==> src/rtl/pair_loader.sv <==
// Collects two accepted words into d1/d2 and pulses en for one cycle when the pair is complete.
// First en follows the second accept by one edge; in_ready is simply !flush (never stalls otherwise).
module pair_loader #(
  parameter int size = 1
) (
  input  logic            clk,
  input  logic            rst_n,
  input  logic            in_valid,
  input  logic [size-1:0] in_data,
  output logic            in_ready,
  input  logic            flush,
  output logic [size-1:0] d1,
  output logic [size-1:0] d2,
  output logic            en,
  output logic [7:0]      pair_count,
  output logic            partial
);

  typedef enum logic [1:0] {
    EMPTY = 2'd0,
    HALF  = 2'd1,
    FULL  = 2'd2
  } state_t;

  state_t          state_q, state_d;
  logic [size-1:0] d1_q, d1_d;
  logic [size-1:0] d2_q, d2_d;
  logic [7:0]      cnt_q, cnt_d;
  logic            accept;

  // flush blocks acceptance, so no capture can coincide with a flush
  assign accept = in_valid & ~flush;

  always_comb begin
    state_d = state_q;
    d1_d    = d1_q;
    d2_d    = d2_q;
    cnt_d   = cnt_q;
    case (state_q)
      EMPTY: begin
        if (accept) begin
          d1_d    = in_data;
          state_d = HALF;
        end
      end
      HALF: begin
        if (accept) begin
          d2_d    = in_data;
          cnt_d   = cnt_q + 8'd1;
          state_d = FULL;
        end
      end
      FULL: begin
        if (accept) begin
          d1_d    = in_data;
          state_d = HALF;
        end else begin
          state_d = EMPTY;
        end
      end
      default: state_d = EMPTY;
    endcase
    if (flush) state_d = EMPTY;
  end

  always_ff @(posedge clk or negedge rst_n) begin
    if (!rst_n) begin
      state_q <= EMPTY;
      d1_q    <= '0;
      d2_q    <= '0;
      cnt_q   <= '0;
    end else begin
      state_q <= state_d;
      d1_q    <= d1_d;
      d2_q    <= d2_d;
      cnt_q   <= cnt_d;
    end
  end

  assign in_ready   = ~flush;
  assign en         = (state_q == FULL);
  assign partial    = (state_q == HALF);
  assign d1         = d1_q;
  assign d2         = d2_q;
  assign pair_count = cnt_q;

endmodule

==> config.mk <==
export PLATFORM = sky130hd
export DESIGN_NAME = pair_loader
export DESIGN_NICKNAME = d
export VERILOG_FILES = /design/src/rtl/pair_loader.sv
export SDC_FILE = /design/constraint.sdc
export NUM_CORES = 1
export LEC_CHECK = 0
export ABC_CLOCK_PERIOD_IN_PS = 1260
export CORE_MARGIN = 4
export CORE_UTILIZATION = 42
export CTS_BUF_LIST = sky130_fd_sc_hd__clkbuf_8
export CTS_CLUSTER_SIZE = 24
export DETAILED_ROUTE_END_ITERATION = 7
export GPL_TIMING_DRIVEN = 1
export PLACE_DENSITY = 0.76
export SETUP_SLACK_MARGIN = 0.3
export SYNTH_ARGS = -nofsm -noshare
export SYNTH_HDL_FRONTEND = slang
export SYNTH_SLANG_ARGS = --single-unit
export TNS_END_PERCENT = 100
==> constraint.sdc <==
create_clock -name clk -period 1.26 [get_ports clk]
set_input_delay 0.189 -clock clk [delete_from_list [all_inputs] [get_ports clk]]
set_output_delay 0.189 -clock clk [all_outputs]
set_load 0.01 [all_outputs]
==> out/qor.txt, run 1 <==
Syn_nets - 47
Largest net degree at the start of global routing - 13
Register area - 303 um^2
Slew @ Worst Pin - 0.276 ns
Area of the multi-input gates - 312 um^2
H-tree levels - 1
Die Wd - 44.9 um
Mapped Avg Cell Area - 13.9 um^2
Top-count cell post-synth - dfrtp_1
Yosys reg bits - 12
Row cnt - 13
CTS tree - done
Combinational Power Share - 32.8%
Final net count - 86
Clock latency on the worst-skew pair - 0.24 ns
Clock Tree Buf Depth - 2
Total GRT Usage - 14.8%
Vias/cell - 4.79
Fin. Hold Viols - 0
Max Clock Freq - 0.740 GHz
GRT overflow - 0
Final worst-path cycle share - 107%
Setup TNS - -0.277 ns
Root buffer cell - clkbuf_8
Crit Path Category - reg2reg
Register area share after synthesis - 52.6%
Tmin final - 1.35 ns
Area leader, netlist - dfrtp_1
Via count of the first global-routing pass - 473
Post-Synth Adder-Cell Area - 2.19%
Routed len/inst - 14.2 um
Asr flop ratio synth - 100%
Main synth FF type - dfrtp_1
Failing checks - negative setup slack
Ant diodes - 0
Most common library cells after synthesis - 12 x dfrtp_1, 4 x xnor2_1
Synth Area in Simple Gates - 23.0%
Worst endpoint required time - 1.38 ns
Starting Density - 44.4%
Global-route wire length before repair - 2070 um
Compound-Gate Fraction of Synth Area - 0.877%
Multiplexer share of the synthesized area - 5.92%
Remaining antenna violation count - 0
Pint - 1.02 mW
Max-slew headroom - 81.6%
Setup Skew - 0.00341 ns
Crit start category - register
Critical R2R Launch - state_q[1]
Static Leak - 0.518 nW
Xor/xnor share of the synthesized area - 13.4%
RSZ-0062 raised after global routing - yes
PwrDens - 1490 nW/um^2
Largest family of logic cells by synthesized area - simple AND/OR/NAND/NOR gates
Drt first-iter violations - 5
Max Cap Viol - 0
DIE AREA - 2010 um^2
Sequential power share - 38.2%
Share of layout cells above drive strength 1 - 68.4%
DRC Markers - 0
YS warnings - 0
Clock power frac - 29.1%
Worst min-delay path category - in2async
I/O Buffers - 17
Core box area - 1280 um^2
Share of the synthesized area in the top cell type - 52.6%
Post-synth cell types - 21
Setup Viol. Count Final - 6
DP HPWL - 830 um
Worst r2r dst - d2
Reg clk slew, reported paths - 0.05 ns
Mapped Area - 571 um^2
Io pins - 18
Antenna violations before repair - 0
Die Ht - 44.9 um
Final GP Congestion - 0.702
Flop2flop setup slack - -0.09 ns
VDD IR-drop max - 0.00134 V
WL final - 1340 um
Clk sinks - 12
Status - finished with violations
Worst Setup Slack, final - -0.0911 ns
Detailed Routing Iterations Pass 1 - 3
Sw frac - 28.1%
Vias - 450
Worst slack at placement - -0.395 ns
Largest cells by area after synthesis - dfrtp_1 53%, nand4_4 7.5%, xnor2_1 6.1%
Synth-to-Final Area Change - 67.5%
Worst EP arrival - 1.47 ns
Fill count - 92
Number of synthesized flops with an enable pin - 0
Switch Pwr - 0.400 mW
CP Max Fanout - 5
Worst setup EP type - register
CTS Buf Count - 3
Final Max Slew Viols - 0
Worst Reg-to-Reg Cells - 3
Mapped Cells - 41
==> cell usage in the layout, fill, tap and decap left out <==
| cell type | n |
|---|---|
| a21oi_2 | 1 |
| and2_1 | 1 |
| and3_1 | 1 |
| and4_1 | 1 |
| buf_2 | 10 |
| buf_4 | 15 |
| buf_6 | 6 |
| clkbuf_2 | 1 |
| clkbuf_8 | 4 |
| clkdlybuf4s50_1 | 2 |
| dfrtp_1 | 10 |
| dfrtp_2 | 2 |
| dlygate4sd2_1 | 1 |
| ha_1 | 1 |
| inv_1 | 1 |
| mux2_4 | 3 |
| nand2_2 | 1 |
| nand2_4 | 1 |
| nand2b_1 | 1 |
| nand3_2 | 2 |
| nand4_4 | 2 |
| nor2_2 | 1 |
| nor2b_2 | 1 |
| nor2b_4 | 1 |
| nor4bb_4 | 1 |
| or2b_1 | 1 |
| xnor2_1 | 4 |
| xnor2_2 | 2 |
| xor2_1 | 1 |
==> cell families after synthesis <==
logic type,Yosys count
compound gates,1
buf+inv,2
flops,12
mux,3
fa+ha+maj,1
simple gates,15
xor+xnor,7
==> timing repair <==
action / in CTS / in global routing
hold buffers: 0 / 0
gates resized for setup: 59 / 16
buffers inserted: 6 / 4
gates cloned: 1 / 0
pin swaps: 2 / 7
setup endpoints to repair: 25 / 25
==> through the flow <==
| stage | cells | cell area, um^2 | utilization, % | hold WS [ns] | total power [mW] |
|---|---|---|---|---|---|
| 5_1_grt | 94 | 956 | 74.4 | 0.255 | 1.51 |
| 3_3_place_gp | 79 | 820 | 63.8 | 0.472 | 0.929 |
| 4_1_cts | 90 | 893 | 69.5 | 0.245 | 1.42 |
| 3_5_place_dp | 79 | 820 | 63.8 | 0.474 | 0.936 |
| 6_report | 94 | 956 | 74.4 | 0.243 | 1.42 |
| 2_1_floorplan | 41 | 579 | - | -0.107 | 0.705 |
==> power by group through the flow <==
stage	registers (mW)	logic [mW]	clock network, mW
floorplan	0.589	0.116	0
global placement	0.559	0.370	0
detailed placement	0.561	0.375	0
CTS	0.537	0.456	0.425
global route	0.559	0.504	0.450
finish	0.544	0.467	0.414
==> routing by layer <==
metal  global-route usage [%]  part of all wire [%]  up-vias
li1                         -                     -      213
met1                     16.3                    39      219
met2                     24.6                    55       14
met3                     4.78                   3.7        4
met4                     8.77                   2.2        0
met5                        0                     0        -
==> registers in the layout, indices dropped and copies added (netlist names) <==
register	flops
d2	1
state_q	2
d1	1
pair_count	8
==> worst max-delay path by stage <==
stage / from / endpoint / slack (ns) / depth (start not counted)
6_report: state_q[1] / d2 / -0.09 / 3
5_1_grt: state_q[1] / pair_count[1] / -0.15 / 3
4_1_cts: state_q[0] / pair_count[1] / -0.1 / 3
3_5_place_dp: in_valid / d2 / -0.40 / 4
3_3_place_gp: in_valid / pair_count[1] / -0.36 / 4
2_1_floorplan: state_q[1] / d2 / -0.001 / 3
==> worst max-delay path, cell delays in order, from the launching register on <==
cell	delay, ns
dfrtp_1	0.41
nor4bb_4	0.33
buf_6	0.19
mux2_4	0.30
==> final cells by class <==
| class | instances | area share, % |
|---|---|---|
| flip-flops and latches | 12 | 31.7 |
| repair buffers | 35 | 27.6 |
| well taps | 15 | 1.96 |
| inverters | 1 | 0.393 |
| clock buffers | 4 | 5.76 |
| multi-input cells | 27 | 32.6 |
No activity file was read; power rests on OpenSTA's default activity.
==> run 2: changes to the inputs <==
- CORE_ASPECT_RATIO: not set -> 0.9
- CORE_MARGIN: 4 -> 1.5
- CORE_UTILIZATION: 42 -> 25
- PLACE_DENSITY: 0.76 -> not set
==> run 2 against run 1 <==
Net effect:
- the flow still finishes with violations (negative setup slack)
- sequential share of layout area fell by 0.25 points
- non-clock buffer count rose by 2
- maximum frequency fell by 0.18%
- utilization fell by 30 points
- clock-buffer cell count did not move
- register-to-register slack barely moved
- combinational power rose by 2%
- sequential power fell by 5.3%
- die area rose by 28%
- via count fell by 0.22%
- critical path type unchanged
- highest routed layer is now met3
==> out/qor.txt, run 2 (synthesis results as in run 1) <==
Final worst-path cycle share - 107% (about the same)
CP Max Fanout - 5 (unchanged)
Static Leak - 0.510 nW (was 0.518 nW)
Total GRT Usage - 11.1% (was 14.8%)
Total power draw - 1.40 mW (was 1.42 mW)
Remaining antenna violation count - 0 (unchanged)
Critical R2R Launch - state_q[1] (unchanged)
Crit start category - register (unchanged)
Final instance area - 960 um^2 (was 956 um^2)
Vias/cell - 4.16 (was 4.79)
CTS tree - done (unchanged)
Root buffer cell - clkbuf_8 (unchanged)
Max Cap Viol - 0 (unchanged)
DIE AREA - 2580 um^2 (was 2010 um^2)
Final GP Congestion - 0.678 (was 0.702)
Final Max Slew Viols - 0 (unchanged)
Vias - 449 (was 450)
Row cnt - 16 (was 13)
Worst EP arrival - 1.47 ns (about the same)
Clk sinks - 12 (unchanged)
Synth-to-Final Area Change - 68.2% (was 67.5%)
Routed wl met2 - 611 um (was 740 um)
Detailed Routing Iterations Pass 1 - 2 (was 3)
Worst Reg-to-Reg Cells - 3 (unchanged)
PwrDens - 1460 nW/um^2 (was 1490 nW/um^2)
H-tree levels - 1 (unchanged)
Setup Skew - 0.00290 ns (was 0.00341 ns)
Reg clk slew, reported paths - 0.05 ns (about the same)
Routed len/inst - 11.5 um (was 14.2 um)
Final core utilization - 44.4% (was 74.4%)
Die Wd - 53.4 um (was 44.9 um)
DRC Markers - 0 (unchanged)
Routed wl met3 - 72 um (was 49 um)
Crit Path Category - reg2reg (unchanged)
M1 WL - 561 um (was 518 um)
Max incr delay on CP - 0.42 ns (was 0.41 ns)
Largest register FFs - 8 (unchanged)
WL final - 1250 um (was 1340 um)
CTS Buf Count - 3 (unchanged)
I/O Buffers - 17 (unchanged)
Failing checks - negative setup slack (unchanged)
Worst min-delay path category - in2async (unchanged)
Worst Setup Slack, final - -0.0935 ns (was -0.0911 ns)
WP buf/inv - 1 (unchanged)
Commonest non-fill, non-tap cell in the layout - buf_4 (unchanged)
Worst endpoint required time - 1.38 ns (about the same)
Clock Tree Buf Depth - 2 (unchanged)
Global-route wire length before repair - 1990 um (was 2070 um)
Tmin final - 1.35 ns (about the same)
Starting Density - 26.4% (was 44.4%)
Worst setup EP type - register (unchanged)
VDD IR-drop max - 0.000544 V (was 0.00134 V)
Via count of the first global-routing pass - 430 (was 473)
GRT overflow - 0 (unchanged)
Most frequent cells in the layout - 18 x buf_4, 12 x buf_2, 11 x dfrtp_1, 4 x xnor2_1, 4 x clkbuf_8 (was 15 x buf_4, 10 x dfrtp_1, 10 x buf_2, 6 x buf_6)
RSZ-0062 raised after global routing - yes (unchanged)
Largest net degree at the start of global routing - 13 (unchanged)
Instance count on the critical path - 3 (unchanged)
Flop2flop setup slack - -0.09 ns (about the same)
Max-slew headroom - 81.8% (was 81.6%)
DR top layer - met3 (was met4)
Worst r2r dst - d2 (unchanged)
Io pins - 18 (unchanged)
Setup Viol. Count Final - 7 (was 6)
Dpl cell area - 842 um^2 (was 820 um^2)
Sequence of cells on the critical path - nor4bb_4 -> buf_6 -> mux2_4 (unchanged)
Placed insts - 92 (was 79)
Drt first-iter violations - 2 (was 5)
Slew @ Worst Pin - 0.272 ns (was 0.276 ns)
Final net count - 88 (was 86)
DP HPWL - 797 um (was 830 um)
Ant diodes - 0 (unchanged)
CP top delay family - flip-flops (unchanged)
Max Clock Freq - 0.739 GHz (was 0.740 GHz)
Core box area - 2160 um^2 (was 1280 um^2)
Clock latency on the worst-skew pair - 0.24 ns (about the same)
Status - finished with violations (unchanged)
Cell Count, Final, Fillers Out - 108 (was 94)
Crit-path slowest cell - dfrtp_1 (unchanged)
Share of layout cells above drive strength 1 - 63.0% (was 68.4%)
Die Ht - 48.3 um (was 44.9 um)
Antenna violations before repair - 0 (unchanged)
Fin. Hold Viols - 0 (unchanged)
[run 2: what timing repair did]
item,4_1_cts,5_1_grt
cloned,1,0
pin swaps,4,1
hold buffers,0,0
buffers inserted,7,4
resized for setup,59,4
endpoints found under the setup margin,24,24
[run 2: area by class of cell]
cell class              instances  area [um^2]
fillers                       205         1200
flip-flops and latches         12          302
multi-input cells              27          299
repair buffers                 37          267
clock buffers                   4         55.1
well taps                      27         33.8
inverters                       1         3.75
[run 2: per-layer routing]
metal / track usage, % / vias to the layer above
met4: 5.13 / 0
met3: 3.70 / 0
met1: 14.3 / 217
met2: 16.5 / 13
met5: 0 / -
li1: - / 219
[run 2: power breakdown]
part | leakage (nW) | internal (mW) | switching [mW]
registers | 0.156 | 0.460 | 0.0552
clock network | 0.0288 | 0.275 | 0.134
logic | 0.325 | 0.275 | 0.203
[run 2: worst max-delay path by stage]
stage	startpoint	end	slack [ns]
2_1_floorplan	state_q[1]	d2	-0.001
4_1_cts	state_q[1]	d2	-0.08
6_report	state_q[1]	d2	-0.09
3_3_place_gp	in_valid	d2	-0.38
5_1_grt	state_q[1]	d2	-0.16
3_5_place_dp	in_valid	d2	-0.38
[run 2: stage by stage]
step	worst slack (ns)	setup TNS [ns]	hold slack [ns]
4_1_cts	-0.0781	-0.178	0.262
6_report	-0.0935	-0.318	0.265
5_1_grt	-0.161	-0.997	0.297
3_3_place_gp	-0.378	-3.24	0.476
2_1_floorplan	-0.00143	-0.00286	-0.107
3_5_place_dp	-0.378	-3.25	0.474
